--- src/rtl/mem_burst_ctrl.sv ---
// Burst-capable on-chip RAM with per-byte write strobes and separate
// command, write-data, read-data and write-response handshakes.
module mem_burst_ctrl #(
   parameter int unsigned WIDTH      = 32,
   parameter int unsigned DEPTH      = 64,
   parameter int unsigned ADDR_WIDTH = 6,
   parameter int unsigned LEN_WIDTH  = 4
) (
   input  logic                  clk,
   input  logic                  rst,
   input  logic                  cmd_valid,
   output logic                  cmd_ready,
   input  logic                  cmd_wr_rd,
   input  logic [ADDR_WIDTH-1:0] cmd_addr,
   input  logic [LEN_WIDTH-1:0]  cmd_len,
   input  logic [WIDTH-1:0]      wdata,
   input  logic [WIDTH/8-1:0]    wstrb,
   input  logic                  wvalid,
   output logic                  wready,
   output logic [WIDTH-1:0]      rdata,
   output logic                  rvalid,
   input  logic                  rready,
   output logic                  rlast,
   output logic                  rerr,
   output logic                  bvalid,
   input  logic                  bready,
   output logic                  berr
);

   localparam int unsigned STRB_W = WIDTH / 8;
   localparam logic [ADDR_WIDTH:0] DEPTH_L = (ADDR_WIDTH+1)'(DEPTH);

   typedef enum logic [1:0] {
      S_IDLE,
      S_WRITE,
      S_WRESP,
      S_READ
   } state_e;

   state_e                  state_q, state_d;
   logic [ADDR_WIDTH-1:0]   addr_q, addr_d;
   logic [LEN_WIDTH-1:0]    rem_q, rem_d;
   logic                    err_q, err_d;
   logic                    cmd_ready_q, cmd_ready_d;
   logic                    wready_q, wready_d;
   logic [WIDTH-1:0]        rdata_q, rdata_d;
   logic                    rvalid_q, rvalid_d;
   logic                    rlast_q, rlast_d;
   logic                    rerr_q, rerr_d;
   logic                    bvalid_q, bvalid_d;
   logic                    berr_q, berr_d;

   logic [WIDTH-1:0]        mem_q [DEPTH];

   logic                    in_range;
   logic                    cmd_acc;
   logic                    wr_beat;
   logic                    rd_load;

   assign in_range = ({1'b0, addr_q} < DEPTH_L);
   assign cmd_acc  = cmd_valid && cmd_ready_q;
   assign wr_beat  = (state_q == S_WRITE) && wvalid && wready_q;
   assign rd_load  = (state_q == S_READ) && (!rvalid_q || rready);

   // Next-state and next-output computation
   always_comb begin
      state_d  = state_q;
      addr_d   = addr_q;
      rem_d    = rem_q;
      err_d    = err_q;
      rdata_d  = rdata_q;
      rvalid_d = rvalid_q;
      rlast_d  = rlast_q;
      rerr_d   = rerr_q;
      bvalid_d = bvalid_q;
      berr_d   = berr_q;

      case (state_q)
         S_IDLE: begin
            if (cmd_acc) begin
               addr_d  = cmd_addr;
               rem_d   = cmd_len;
               err_d   = 1'b0;
               state_d = cmd_wr_rd ? S_WRITE : S_READ;
            end
         end
         S_WRITE: begin
            if (wr_beat) begin
               if (!in_range) err_d = 1'b1;
               addr_d = addr_q + ADDR_WIDTH'(1);
               if (rem_q == '0) begin
                  state_d  = S_WRESP;
                  bvalid_d = 1'b1;
                  berr_d   = err_q || !in_range;
               end else begin
                  rem_d = rem_q - LEN_WIDTH'(1);
               end
            end
         end
         S_WRESP: begin
            if (bvalid_q && bready) begin
               bvalid_d = 1'b0;
               berr_d   = 1'b0;
               state_d  = S_IDLE;
            end
         end
         S_READ: begin
            if (rd_load) begin
               rdata_d  = in_range ? mem_q[addr_q] : '0;
               rerr_d   = !in_range;
               rlast_d  = (rem_q == '0);
               rvalid_d = 1'b1;
               addr_d   = addr_q + ADDR_WIDTH'(1);
               if (rem_q == '0) state_d = S_IDLE;
               else             rem_d   = rem_q - LEN_WIDTH'(1);
            end
         end
         default: state_d = S_IDLE;
      endcase

      // Consumed beat with nothing behind it empties the output register
      if (!rd_load && rvalid_q && rready) begin
         rvalid_d = 1'b0;
         rlast_d  = 1'b0;
         rerr_d   = 1'b0;
      end

      wready_d    = (state_d == S_WRITE);
      cmd_ready_d = (state_d == S_IDLE) && !rvalid_d && !bvalid_d;
   end

   always_ff @(posedge clk) begin
      if (rst) begin
         state_q     <= S_IDLE;
         addr_q      <= '0;
         rem_q       <= '0;
         err_q       <= 1'b0;
         cmd_ready_q <= 1'b0;
         wready_q    <= 1'b0;
         rdata_q     <= '0;
         rvalid_q    <= 1'b0;
         rlast_q     <= 1'b0;
         rerr_q      <= 1'b0;
         bvalid_q    <= 1'b0;
         berr_q      <= 1'b0;
      end else begin
         state_q     <= state_d;
         addr_q      <= addr_d;
         rem_q       <= rem_d;
         err_q       <= err_d;
         cmd_ready_q <= cmd_ready_d;
         wready_q    <= wready_d;
         rdata_q     <= rdata_d;
         rvalid_q    <= rvalid_d;
         rlast_q     <= rlast_d;
         rerr_q      <= rerr_d;
         bvalid_q    <= bvalid_d;
         berr_q      <= berr_d;
      end
   end

   // Storage array: cleared by reset, byte-strobed writes for in-range beats only
   always_ff @(posedge clk) begin
      if (rst) begin
         for (int unsigned w = 0; w < DEPTH; w++) begin
            mem_q[w] <= '0;
         end
      end else if (wr_beat && in_range) begin
         for (int unsigned i = 0; i < STRB_W; i++) begin
            if (wstrb[i]) mem_q[addr_q][8*i +: 8] <= wdata[8*i +: 8];
         end
      end
   end

   assign cmd_ready = cmd_ready_q;
   assign wready    = wready_q;
   assign rdata     = rdata_q;
   assign rvalid    = rvalid_q;
   assign rlast     = rlast_q;
   assign rerr      = rerr_q;
   assign bvalid    = bvalid_q;
   assign berr      = berr_q;

endmodule
--- config.mk ---
export PLATFORM = sky130hd
export DESIGN_NAME = mem_burst_ctrl
export DESIGN_NICKNAME = d
export VERILOG_FILES = /design/src/rtl/mem_burst_ctrl.sv
export SDC_FILE = /design/constraint.sdc
export NUM_CORES = 2
export LEC_CHECK = 0
export ABC_AREA = 1
export CAP_MARGIN = 40
export CORE_MARGIN = 2
export CORE_UTILIZATION = 23
export DETAILED_ROUTE_END_ITERATION = 16
export HOLD_SLACK_MARGIN = 0.15
export PLACE_DENSITY = 0.35
export SYNTH_ARGS = -nofsm -noshare
export SYNTH_HDL_FRONTEND = slang
export SYNTH_SLANG_ARGS = --single-unit
--- constraint.sdc ---
create_clock -name clk -period 5.5 [get_ports clk]
set_input_delay 0.825 -clock clk [delete_from_list [all_inputs] [get_ports clk]]
set_output_delay 0.825 -clock clk [all_outputs]
set_load 0.005 [all_outputs]
==> flow_summary_export.csv <==
group,metric,value,unit
status,outcome,"finished clean",
worst_setup_path,arrival,4.39,ns
finish,synthToLayoutAreaGrowth,16.4,%
floorplan,io_pins,92,
global_routing,first_global_vias,76600,
worst_setup_path,cp-end-kind,"flip-flop",
power_and_ir_drop,total_power,43.5,mW
run,maxCapViolations,0,
floorplan,num_rows,241,
worst_setup_path,cp-start-kind,"flip-flop",
route,vias_per_cell,4.41,
logic_synthesis,ys_warn_count,0,
sta,period_needed,3.85,ns
global_routing,grt_max_degree,180,
global_routing,grtUsageTotal,17.6,%
floorplan,core,430000,um^2
place,placed_cell_area,107000,um^2
worst_hold_path,hold_depth,2,
logic_synthesis,synth_edf_count,2048,
global_routing,antenna_found_initial,15,
floorplan,die_x,661,um
clock_tree,clock-sinks,2097,
clock_tree,worstSkewPairLatency,0.90,ns
power_and_ir_drop,power_density,377,nW/um^2
sta,worstMarginPinSlew,1.03,ns
clock_tree,cts_setup_buffers,0,
sta,clock_skew,0.0557,ns
logic_synthesis,seq_area_frac_synth,63.0,%
sta,maxSlewHeadroom,31.5,%
sta,fin_setup_tns,0,ns
finish,final_cell_mix,"nand2_1 (6164), nor2_1 (2213), edfxtp_1 (2048), clkbuf_16 (274), buf_4 (136)",
sta,slew_viol_final,0,
finish,multi_input_area,33300,um^2
finish,drive_above_1_share,6.65,%
worst_setup_path,crit_type,"reg -> reg",
sta,rsz0062_at_grt,"no",
logic_synthesis,synthCells,11600,
finish,nets,11500,
worst_setup_path,reg2reg_to,"mem_q[58][16]",
logic_synthesis,syn-cell-area,99200,um^2
worst_setup_path,r2r_cells,8,
route,drc,0,
sta,fmax,259,MHz
clock_tree,numCtsBuffers,265,
route,wl_per_cell,22.6,um
finish,layout_commonest_cell,"nand2_1",
worst_setup_path,ff2ff_setup_slack,1.65,ns
worst_hold_path,hold_start,"rst",
logic_synthesis,synth-seq-cells,2097,
finish,final_cell_area,115000,um^2
logic_synthesis,avgSynthCellArea,8.57,um^2
route,firstDrtPassIters,5,
sta,hold_viol,0,
power_and_ir_drop,max-vdd-ir-drop,209,uV
logic_synthesis,synth_ff_type,"edfxtp_1",
power_and_ir_drop,p_leak,50.2,nW
clock_tree,root_buffer,"clkbuf_16",
floorplan,start_util,23.1,%
worst_setup_path,cp_max_fo,65,
route,wirelength,393000,um
sta,setup_viol,0,
global_routing,grt_overflow_total,0,
floorplan,dieArea,436000,um^2
finish,fin_util,26.8,%
route,ant_nets,0,
worst_hold_path,min_path_type,"in -> reg",
clock_tree,clockBufferDepth,4,
place,io_buffers,89,
place,dp.final_hpwl,257000,um
worst_setup_path,reg2reg_from,"addr_q[2]",
sta,period_share,70.1,%
finish,n_fill_cell,46500,
route,drt-initial-drc-count,6439,
clock_tree,htreeDepth,5,
place,gp_congestion,0.807,
route,vias,76600,
worst_setup_path,crit_required,6.04,ns
logic_synthesis,ys_types,32,
finish,seq_area,62500,um^2
clock_tree,path_clk_slew,0.06,ns
logic_synthesis,async_flop_share,0,%
floorplan,die_y,661,um
clock_tree,holdBufCountCts,0,
worst_hold_path,whs_endpoint,"bvalid",
global_routing,grt_pass1_wl,557000,um
clock_tree,cts_tree,"yes",
clock_tree,post_cts_resized,0,
-- final cells by class --
type,count,share of cell area [%]
diodes,14,0.0304
clock buffers,338,6.27
clock inverters,134,1.04
inverters,142,0.530
multi-input cells,8658,28.9
flip-flops and latches,2097,54.2
well taps,5710,6.19
repair buffers,292,2.89
-- Yosys cell counts, types with 2 or more instances --
library cell,number,share of area (%)
nand3_1,46,0.23
inv_1,90,0.34
nand2_1,6165,23
nand2_4,4,0.045
nor3_2,2,0.020
a31oi_1,3,0.019
dfxtp_1,49,0.99
clkinv_1,2,0.0076
buf_2,238,1.2
ha_1,7,0.088
buf_6,6,0.068
buf_4,11,0.083
a21oi_1,23,0.12
edfxtp_1,2048,62
inv_2,49,0.19
nor2_1,2217,8.4
clkbuf_1,384,1.5
buf_1,41,0.16
o21ai_0,42,0.21
nor2_4,20,0.23
nor2_2,55,0.35
or2_2,2,0.013
nand2_2,56,0.35
nor3_1,4,0.020
o211ai_1,5,0.038
-- metal layers --
layer	GRT usage (%)	vias up	routed length (um)
met5	0	-	13
met1	24.0	38000	178000
met4	3.89	2	8840
li1	-	36300	-
met3	2.10	377	18000
met2	29.8	1875	188000
-- worst max-delay path, cell delays in order (launching register included) --
cell and delay (ns):
dfxtp_4 0.50, inv_8 0.48, nand2_1 0.38, nor2_4 0.25, inv_2 0.16, nor2_2 0.71
buf_4 0.31, nand2_1 0.22, nand2_1 0.39
-- worst max-delay path by stage --
stage | cells past startpoint | end | slack (ns) | start
floorplan | 7 | mem_q[0][0] | 3.23 | wvalid
global placement | 6 | mem_q[8][13] | 1.53 | addr_q[0]
detailed placement | 8 | mem_q[46][7] | 1.51 | wvalid
CTS | 8 | mem_q[22][9] | 1.59 | addr_q[2]
global route | 8 | mem_q[22][9] | 1.46 | addr_q[2]
finish | 8 | mem_q[58][16] | 1.65 | addr_q[2]
-- logic make-up after synthesis --
logic type                 share of synthesized area, %
AOI/OAI and AO/OA                                 0.399
xor gates and xnor gates                        0.00883
adders and majority gates                        0.0883
buffers and inverters                              3.50
DFF                                                63.0
other                                           0.00378
and+or+nand+nor                                    33.0
-- flip-flops by register name (all words and copies together), names as in the netlist --
| register | count |
|---|---|
| bvalid | 1 |
| rlast | 1 |
| addr_q | 6 |
| rdata | 32 |
| rvalid | 1 |
| wready | 1 |
| state_q | 2 |
| mem_q | 2048 |
| rem_q | 4 |
| cmd_ready | 1 |
-- stage by stage --
step / hold slack [ns] / cells / worst slack, ns
final: 0.417 / 17400 / 1.65
after global routing: 0.424 / 17400 / 1.46
after CTS: 0.343 / 17400 / 1.59
after detailed placement: 0.484 / 16900 / 1.51
after global placement: 0.466 / 16900 / 1.53
after floorplan: 0.448 / 11600 / 3.23
-- power by group --
part / leakage (nW) / switching [mW] / internal (mW)
sequential: 21.5 / 0.277 / 18.0
combinational: 24.5 / 6.18 / 1.75
clock: 4.14 / 7.11 / 10.2
total: 50.2 / 13.6 / 29.9
Note: power is estimated with default switching activity, not from simulation.
